$ cat src/rtl/sigma_delta_adc_if.sv
//------------------------------------------------------------------------------
// Module   : sigma_delta_adc_if
// Purpose  : Signal bundle between the sigma-delta ADC receiver and its
//            analogue front end / sample consumer.
// Signals  : CmpIn       comparator output (asynchronous to Clk)
//            FbOut       1-bit feedback to the RC integrator
//            Sample      last decimated sample (WIDTH bits, unsigned)
//            SampleValid one-cycle strobe when Sample updates
//            EarBit      digital EAR level
// Modports : master - the ADC receiver, slave - the environment side
// Revision : 1.0 - initial release
//------------------------------------------------------------------------------
`default_nettype none

interface sigma_delta_adc_if #(
    parameter int WIDTH = 8
);
    logic             CmpIn;
    logic             FbOut;
    logic [WIDTH-1:0] Sample;
    logic             SampleValid;
    logic             EarBit;

    modport master (
        input  CmpIn,
        output FbOut,
        output Sample,
        output SampleValid,
        output EarBit
    );

    modport slave (
        output CmpIn,
        input  FbOut,
        input  Sample,
        input  SampleValid,
        input  EarBit
    );
endinterface

`default_nettype wire

$ cat src/rtl/sigma_delta_adc.sv
//------------------------------------------------------------------------------
// Module   : sigma_delta_adc
// Purpose  : First-order 1-bit sigma-delta ADC receiver for the EAR input.
//            An external comparator and RC integrator close the loop through
//            FbOut. The FbOut bit density is counted over 2^OSR_LOG2 clocks
//            and reduced to a WIDTH-bit unsigned sample with a valid strobe.
//            A digital EAR level is derived from each new sample.
// Ports    : Clk        system clock, rising edge
//            Reset      asynchronous, active-high reset
//            bus        sigma_delta_adc_if.master (CmpIn, FbOut, Sample,
//                       SampleValid, EarBit)
// Config   : SDADC_EAR_HYST_EN - when defined, EarBit uses HYST_HI/HYST_LO
//            hysteresis; otherwise EarBit follows the sample MSB.
// Revision : 1.0 - initial release
//------------------------------------------------------------------------------
`default_nettype none

module sigma_delta_adc #(
    parameter int               OSR_LOG2 = 10,
    parameter int               WIDTH    = 8,
    parameter logic [WIDTH-1:0] HYST_HI  = 8'hA0,
    parameter logic [WIDTH-1:0] HYST_LO  = 8'h60
) (
    input  wire logic          Clk,
    input  wire logic          Reset,
    sigma_delta_adc_if.master  bus
);

    localparam logic [OSR_LOG2-1:0] C_WIN_ONE  = {{(OSR_LOG2-1){1'b0}}, 1'b1};
    localparam logic [OSR_LOG2-1:0] C_WIN_LAST = {OSR_LOG2{1'b1}};
    localparam logic [WIDTH-1:0]    C_MIDSCALE = {1'b1, {(WIDTH-1){1'b0}}};

    // Synchroniser and feedback register
    logic                cmp_s1_q;
    logic                cmp_s2_q;
    logic                fb_q;

    // Decimation window
    logic [OSR_LOG2-1:0] win_cnt_q;
    logic [OSR_LOG2:0]   acc_q;
    logic [OSR_LOG2:0]   acc_d;

    // Outputs
    logic [WIDTH-1:0]    sample_q;
    logic [WIDTH-1:0]    sample_d;
    logic                valid_q;
    logic                ear_q;
    logic                ear_d;

    logic                w_win_end;
    logic [OSR_LOG2:0]   w_tot;
    logic [OSR_LOG2-1:0] w_sat;

    assign w_win_end = (win_cnt_q == C_WIN_LAST);

    // The final cycle's feedback bit is folded in here rather than in acc_q,
    // so the window total is available on the strobe edge itself.
    assign w_tot = acc_q + {{OSR_LOG2{1'b0}}, fb_q};

    // A window of all ones counts 2^N, which does not fit N bits; clamp it so
    // full scale maps to all-ones rather than wrapping to zero.
    assign w_sat = w_tot[OSR_LOG2] ? {OSR_LOG2{1'b1}} : w_tot[OSR_LOG2-1:0];

    always_comb begin
        acc_d    = acc_q + {{OSR_LOG2{1'b0}}, fb_q};
        sample_d = sample_q;
        ear_d    = ear_q;
        if (w_win_end) begin
            acc_d    = '0;
            // Keep the top WIDTH bits: truncating right shift by OSR_LOG2-WIDTH.
            sample_d = w_sat[OSR_LOG2-1 -: WIDTH];
`ifdef SDADC_EAR_HYST_EN
            if (sample_d >= HYST_HI) begin
                ear_d = 1'b1;
            end else if (sample_d <= HYST_LO) begin
                ear_d = 1'b0;
            end
`else
            ear_d    = sample_d[WIDTH-1];
`endif
        end
    end

`ifndef SDADC_EAR_HYST_EN
    // Thresholds only matter for the hysteresis build.
    logic unused_hyst;
    assign unused_hyst = ^{HYST_HI, HYST_LO};
`endif

    always_ff @(posedge Clk or posedge Reset) begin
        if (Reset) begin
            cmp_s1_q  <= 1'b0;
            cmp_s2_q  <= 1'b0;
            fb_q      <= 1'b0;
            win_cnt_q <= '0;
            acc_q     <= '0;
            sample_q  <= C_MIDSCALE;
            valid_q   <= 1'b0;
            ear_q     <= 1'b0;
        end else begin
            cmp_s1_q  <= bus.CmpIn;
            cmp_s2_q  <= cmp_s1_q;
            // Inverted so a low comparator (integrator below threshold)
            // drives charge back into the integrator.
            fb_q      <= ~cmp_s2_q;
            win_cnt_q <= win_cnt_q + C_WIN_ONE;
            acc_q     <= acc_d;
            sample_q  <= sample_d;
            valid_q   <= w_win_end;
            ear_q     <= ear_d;
        end
    end

    assign bus.FbOut       = fb_q;
    assign bus.Sample      = sample_q;
    assign bus.SampleValid = valid_q;
    assign bus.EarBit      = ear_q;

endmodule

`default_nettype wire

$ cat src/flat_wrapper.sv
// flat-port wrapper written by rule: the top's interface ports become plain ports
module sigma_delta_adc_flat 
#(
    parameter int               OSR_LOG2 = 10,
    parameter int               WIDTH    = 8,
    parameter logic [WIDTH-1:0] HYST_HI  = 8'hA0,
    parameter logic [WIDTH-1:0] HYST_LO  = 8'h60
)
  (Clk, Reset, bus_CmpIn, bus_FbOut, bus_Sample, bus_SampleValid, bus_EarBit);
  sigma_delta_adc_if #(.WIDTH(WIDTH)) bus_i ();
  input  wire logic Clk;
  input  wire logic Reset;
  input wire logic [$bits(bus_i.CmpIn)-1:0] bus_CmpIn;
  output wire logic [$bits(bus_i.FbOut)-1:0] bus_FbOut;
  output wire logic [$bits(bus_i.Sample)-1:0] bus_Sample;
  output wire logic [$bits(bus_i.SampleValid)-1:0] bus_SampleValid;
  output wire logic [$bits(bus_i.EarBit)-1:0] bus_EarBit;
  assign bus_i.CmpIn = bus_CmpIn;
  assign bus_FbOut = bus_i.FbOut;
  assign bus_Sample = bus_i.Sample;
  assign bus_SampleValid = bus_i.SampleValid;
  assign bus_EarBit = bus_i.EarBit;
  sigma_delta_adc #(.OSR_LOG2(OSR_LOG2), .WIDTH(WIDTH), .HYST_HI(HYST_HI), .HYST_LO(HYST_LO)) u_core (.Clk(Clk), .Reset(Reset), .bus(bus_i));
endmodule
$ cat config.mk
export PLATFORM = sky130hd
export DESIGN_NAME = sigma_delta_adc_flat
export DESIGN_NICKNAME = d
export VERILOG_FILES = /design/src/rtl/sigma_delta_adc_if.sv /design/src/rtl/sigma_delta_adc.sv /design/src/flat_wrapper.sv
export SDC_FILE = /design/constraint.sdc
export NUM_CORES = 1
export LEC_CHECK = 0
export CORE_MARGIN = 3
export CORE_UTILIZATION = 30
export DETAILED_ROUTE_END_ITERATION = 6
export GPL_ROUTABILITY_DRIVEN = 0
export SLEW_MARGIN = 20
export SYNTH_ARGS = -nofsm -noshare
export SYNTH_HDL_FRONTEND = slang
export SYNTH_SLANG_ARGS = --single-unit
$ cat constraint.sdc
create_clock -name Clk -period 1.8 [get_ports Clk]
set_input_delay 0.18 -clock Clk [delete_from_list [all_inputs] [get_ports Clk]]
set_output_delay 0.18 -clock Clk [all_outputs]
set_load 0.01 [all_outputs]
# --- After elaboration in Yosys (flattened, before gate mapping) ---
# Cells that the tools add are included.
word_totals:
  reg_bits: 34
  elab_cells: 14
  inputBits: 3
op_classes:
  bitwise_logic: 1
  muxes: 2
  n_eq_ne: 1
  addsub: 2
op_table:
  columns: ["op", "n"]
  rows:
  - ["$add A11 B1 Y11", 1]
  - ["$mux W11", 1]
  - ["$add A10 B1 Y10 const B", 1]
  - ["$eq A10 B10 Y1 const B", 1]
  - ["$mux W10", 1]
  - ["$not A1 Y1", 1]

# --- Logic depth before layout (Yosys ltp) ---
depth:
  word_depth: 2
  depth_mapped: 7

# --- Worst setup path after synthesis ---
# OpenSTA, ideal clock, no wires.
synth_timing:
  path_type: "register to register"
  startpoint: "reg u_core.fb_q (netlist: u_core.bus.FbOut)"
  endpoint: "reg u_core.sample_q[2] (netlist: u_core.bus.Sample[2])"
  stages_incl_launch_ff: 8
  t_arrival_ps: 1675
  t_required_ps: 1670
  period_less_slack_ps: 1805
  setup_slack_ps: -5
  setup_time_ps: 130
  cell_sequence: "dfrtp_1 > ha_1 > ha_1 > clkbuf_1 > nand3_1 > o31a_1 > nor3_4 > a21oi_1"
synth_via:
  elab_chain_cells: 2
synth_lines:
  columns: ["item", "line", "source"]
  rows:
  - ["start, declared", "sigma_delta_adc.sv:36", "logic fb_q;"]
  - ["start signal, assigned", "sigma_delta_adc.sv:105", "fb_q <= ~cmp_s2_q;"]
  - ["$add A11 B1 Y11", "sigma_delta_adc.sv:58", "assign w_tot = acc_q + {{OSR_LOG2{1'b0}}, fb_q};"]
  - ["$mux W10", "sigma_delta_adc.sv:62", "assign w_sat = w_tot[OSR_LOG2] ? {OSR_LOG2{1'b1}} : w_tot[OSR_LOG2-1:0];"]
  - ["end signal, assigned", "sigma_delta_adc.sv:108", "sample_q <= sample_d;"]
  - ["end, declared", "sigma_delta_adc.sv:44", "logic [WIDTH-1:0] sample_q;"]
# No other way between the ends.
# A chain may end at the register's enable or synchronous reset.

# --- Worst setup path in the final report ---
# Ends and elaborated chain as after synthesis.

==> results.sh <==
export IMPL_crit_path_cell_trace="ha_2, ha_4, nand3_1, o31a_1, nor3_4, buf_12, a21oi_1"
export IMPL_place_ws_ps=39.2
export IMPL_path_class="register to register"
export IMPL_rows=24
export IMPL_fill_cells=443
export IMPL_area_growth_pct=23.9
export IMPL_ys_seq_area_frac=0.607
export IMPL_dp_hpwl_um=1780
export IMPL_layout_drive_gt1_share=0.162
export IMPL_die_y_um=74.4
export IMPL_setup_violations=0
export IMPL_p_comb_frac=0.137
export IMPL_place_inst=184
export IMPL_cts_buffer_depth=2
export IMPL_syn_area_um2=1400
export IMPL_grt_pass1_wl_um=4490
export IMPL_fin_ws_ps=57.1
export IMPL_cp_max_fo=7
export IMPL_numCtsBuffers=5
export IMPL_drv_slew=0
export IMPL_drt_iter0_markers=38
export IMPL_yosys_register_bits=34
export IMPL_nets=147
export IMPL_viasPerCell=4.86
export IMPL_switching_share=0.280
export IMPL_hold_viol=0
export IMPL_core_area_um2=4440
export IMPL_tightest_slew_ps=416
export IMPL_crit_slowest_cell="dfrtp_1"
export IMPL_arrival_ps=1900
export IMPL_drt_pass1_iterations=4
export IMPL_powerDensity_nw_per_um2=978
export IMPL_grt_pass1_vias=966
export IMPL_drc_errors=0
export IMPL_antenna_found_initial=0
export IMPL_power_frac_seq=0.553
export IMPL_min_path_type="input pin to asynchronous set/reset pin"
export IMPL_synth_avg_cell_area_um2=11.8
export IMPL_postCtsHoldBufs=0
export IMPL_status="completed"
export IMPL_io_pins=14
export IMPL_io_buffers=13
export IMPL_hold_slack_ps=290
export IMPL_syn_nets=125
export IMPL_wl_um=2620
export IMPL_maxCapViolCount=0
export IMPL_vias=942
export IMPL_ant_nets=0
export IMPL_cp_data_required_time_ps=1960
export IMPL_min_period_over_period=0.968
export IMPL_irDropWorstVdd_v=0.000463
export IMPL_p_int_uw=1220
export IMPL_gr_total_overflow=0
export IMPL_grt_usage=0.109
export IMPL_antennaDiodeCount=0
export IMPL_p_sw_uw=476
export IMPL_start_kind="register"
export IMPL_endpoint_kind="register"
export IMPL_power_leakage_uw=0.000749
export IMPL_insertion_delay_ps=280
export IMPL_h_tree_depth=2
export IMPL_yosysWarnings=0
export IMPL_max_stage_delay_ps=350
export IMPL_max_slew_margin_rel=0.723
export IMPL_initial_core_util=0.316
export IMPL_cpLargestDelayFamily="compound AO/OA/AOI/OAI gates"
export IMPL_fin_tns_setup_ps=0
export IMPL_die_area_um2=5540
export IMPL_utilization=0.391
export IMPL_clkSlewWorstSetupHoldPaths_ps=60
export IMPL_yosysUniqueCellTypes=26
export IMPL_fin_cells=194
export IMPL_max_freq_mhz=574
export IMPL_synth_cells=119
export IMPL_cts_sinks=34
export IMPL_root_buffer="clkbuf_8"
export IMPL_grt_max_degree=35
export IMPL_wl_per_cell_um=13.5
export IMPL_finalCriticalPeriod_ps=1740
export IMPL_die_x_um=74.4
export IMPL_cts_tree="yes"
export IMPL_p_clk_frac=0.311
export IMPL_cp_buffers_inverters=1
export IMPL_fin_skew_ps=9.66
-- cell usage after synthesis (all sizes together) --
master | count | area [um2]
a21o | 2 | 17.5
a21oi | 7 | 35.0
a311oi | 1 | 8.76
and2 | 3 | 18.8
and4 | 3 | 27.5
buf | 1 | 7.51
clkbuf | 1 | 3.75
dfrtp | 33 | 826
dfstp | 1 | 26.3
ha | 3 | 37.5
inv | 4 | 15.0
nand2 | 6 | 22.5
nand3 | 10 | 55.1
nand4 | 4 | 31.3
nor2 | 17 | 63.8
nor3 | 2 | 21.3
nor4 | 1 | 12.5
o21a | 1 | 7.51
o31a | 2 | 17.5
xnor2 | 9 | 78.8
xor2 | 8 | 70.1
-- metrics by stage --
| step | power [uW] | cell area (um2) |
|---|---|---|
| 3_5_place_dp | 1150 | 1600 |
| 4_1_cts | 1700 | 1680 |
| 3_3_place_gp | 1140 | 1600 |
| 5_1_grt | 1810 | 1740 |
| 2_1_floorplan | 1080 | 1410 |
| 6_report | 1700 | 1740 |
-- tightest hold or removal path: stages --
cell             delay (ps)
clkdlybuf4s50_1         390
inv_1                    50
buf_4                   370
-- sequential cells by signal, indices dropped and copies added (netlist names) --
signal and flops:
u_core.cmp_s1_q 1, u_core.acc_q 11, u_core.win_cnt_q 10, u_core.bus.FbOut 1, u_core.bus.Sample 8, u_core.bus.SampleValid 1, u_core.cmp_s2_q 1, u_core.bus.EarBit 1
-- cells by family (layout without fill, tap and decap cells) --
kind of cell               after synthesis  after routing  share of synthesized area
AOI/OAI and AO/OA                       13             13                     0.0615
adders and majority gates                3              3                     0.0267
xor gates and xnor gates                17             17                      0.106
DFF                                     34             34                      0.607
buffers and inverters                    6             29                     0.0187
and+or+nand+nor                         46             46                      0.180
-- routing by layer --
metal / share of wire / GRT usage
met4: 0.020 / 0.0534
met5: 0 / 0
met3: 0.034 / 0.0405
met1: 0.41 / 0.124
met2: 0.54 / 0.181
-- path summary, 6_finish.rpt --
check | start | to | slack, ps | cells past startpoint
worst min register to register | u_core.cmp_s1_q | u_core.cmp_s2_q | 350 | 0
worst max-delay path | u_core.bus.FbOut | u_core.bus.Sample[2] | 60 | 7
worst min-delay path | Reset | u_core.bus.Sample[4] | 290 | 3
max in group asynchronous | Reset | u_core.bus.Sample[7] | 1170 | 3
min in group Clk | bus_CmpIn | u_core.cmp_s1_q | 340 | 1
worst max register to register | u_core.bus.FbOut | u_core.bus.Sample[2] | 60 | 7
-- cell type report --
cell class / count / area [um2] / share of cell area
clock buffers: 8 / 80.1 / 0.0460
multi-input cells: 79 / 554 / 0.319
flip-flops and latches: 34 / 852 / 0.490
inverters: 4 / 15.0 / 0.00863
well taps: 52 / 65.1 / 0.0374
repair buffers: 17 / 173 / 0.0993
-- power by group through the flow --
stage	sequential, uW	combinational, uW	clock (uW)
6_report	940	232	529
5_1_grt	952	264	595
4_1_cts	932	216	554
3_5_place_dp	942	211	0
3_3_place_gp	934	210	0
2_1_floorplan	923	160	0
-- layout by cell type (no fill, tap or decap), types with 5 or more instances in the layout --
cell / synthesis / layout
dfrtp_1: 33 / 33
nand3_1: 9 / 9
nor2_1: 17 / 17
xnor2_1: 9 / 9
nand2_1: 6 / 6
xor2_1: 8 / 8
clkbuf_8: 0 / 5
clkdlybuf4s50_1: 0 / 13
a21oi_1: 7 / 5
-- what timing repair did --
action / in CTS / in global routing
gates resized for setup: 0 / 6
setup endpoints to repair: 0 / 9
buffers inserted: 0 / 2
(Power assumes the default switching activity.)
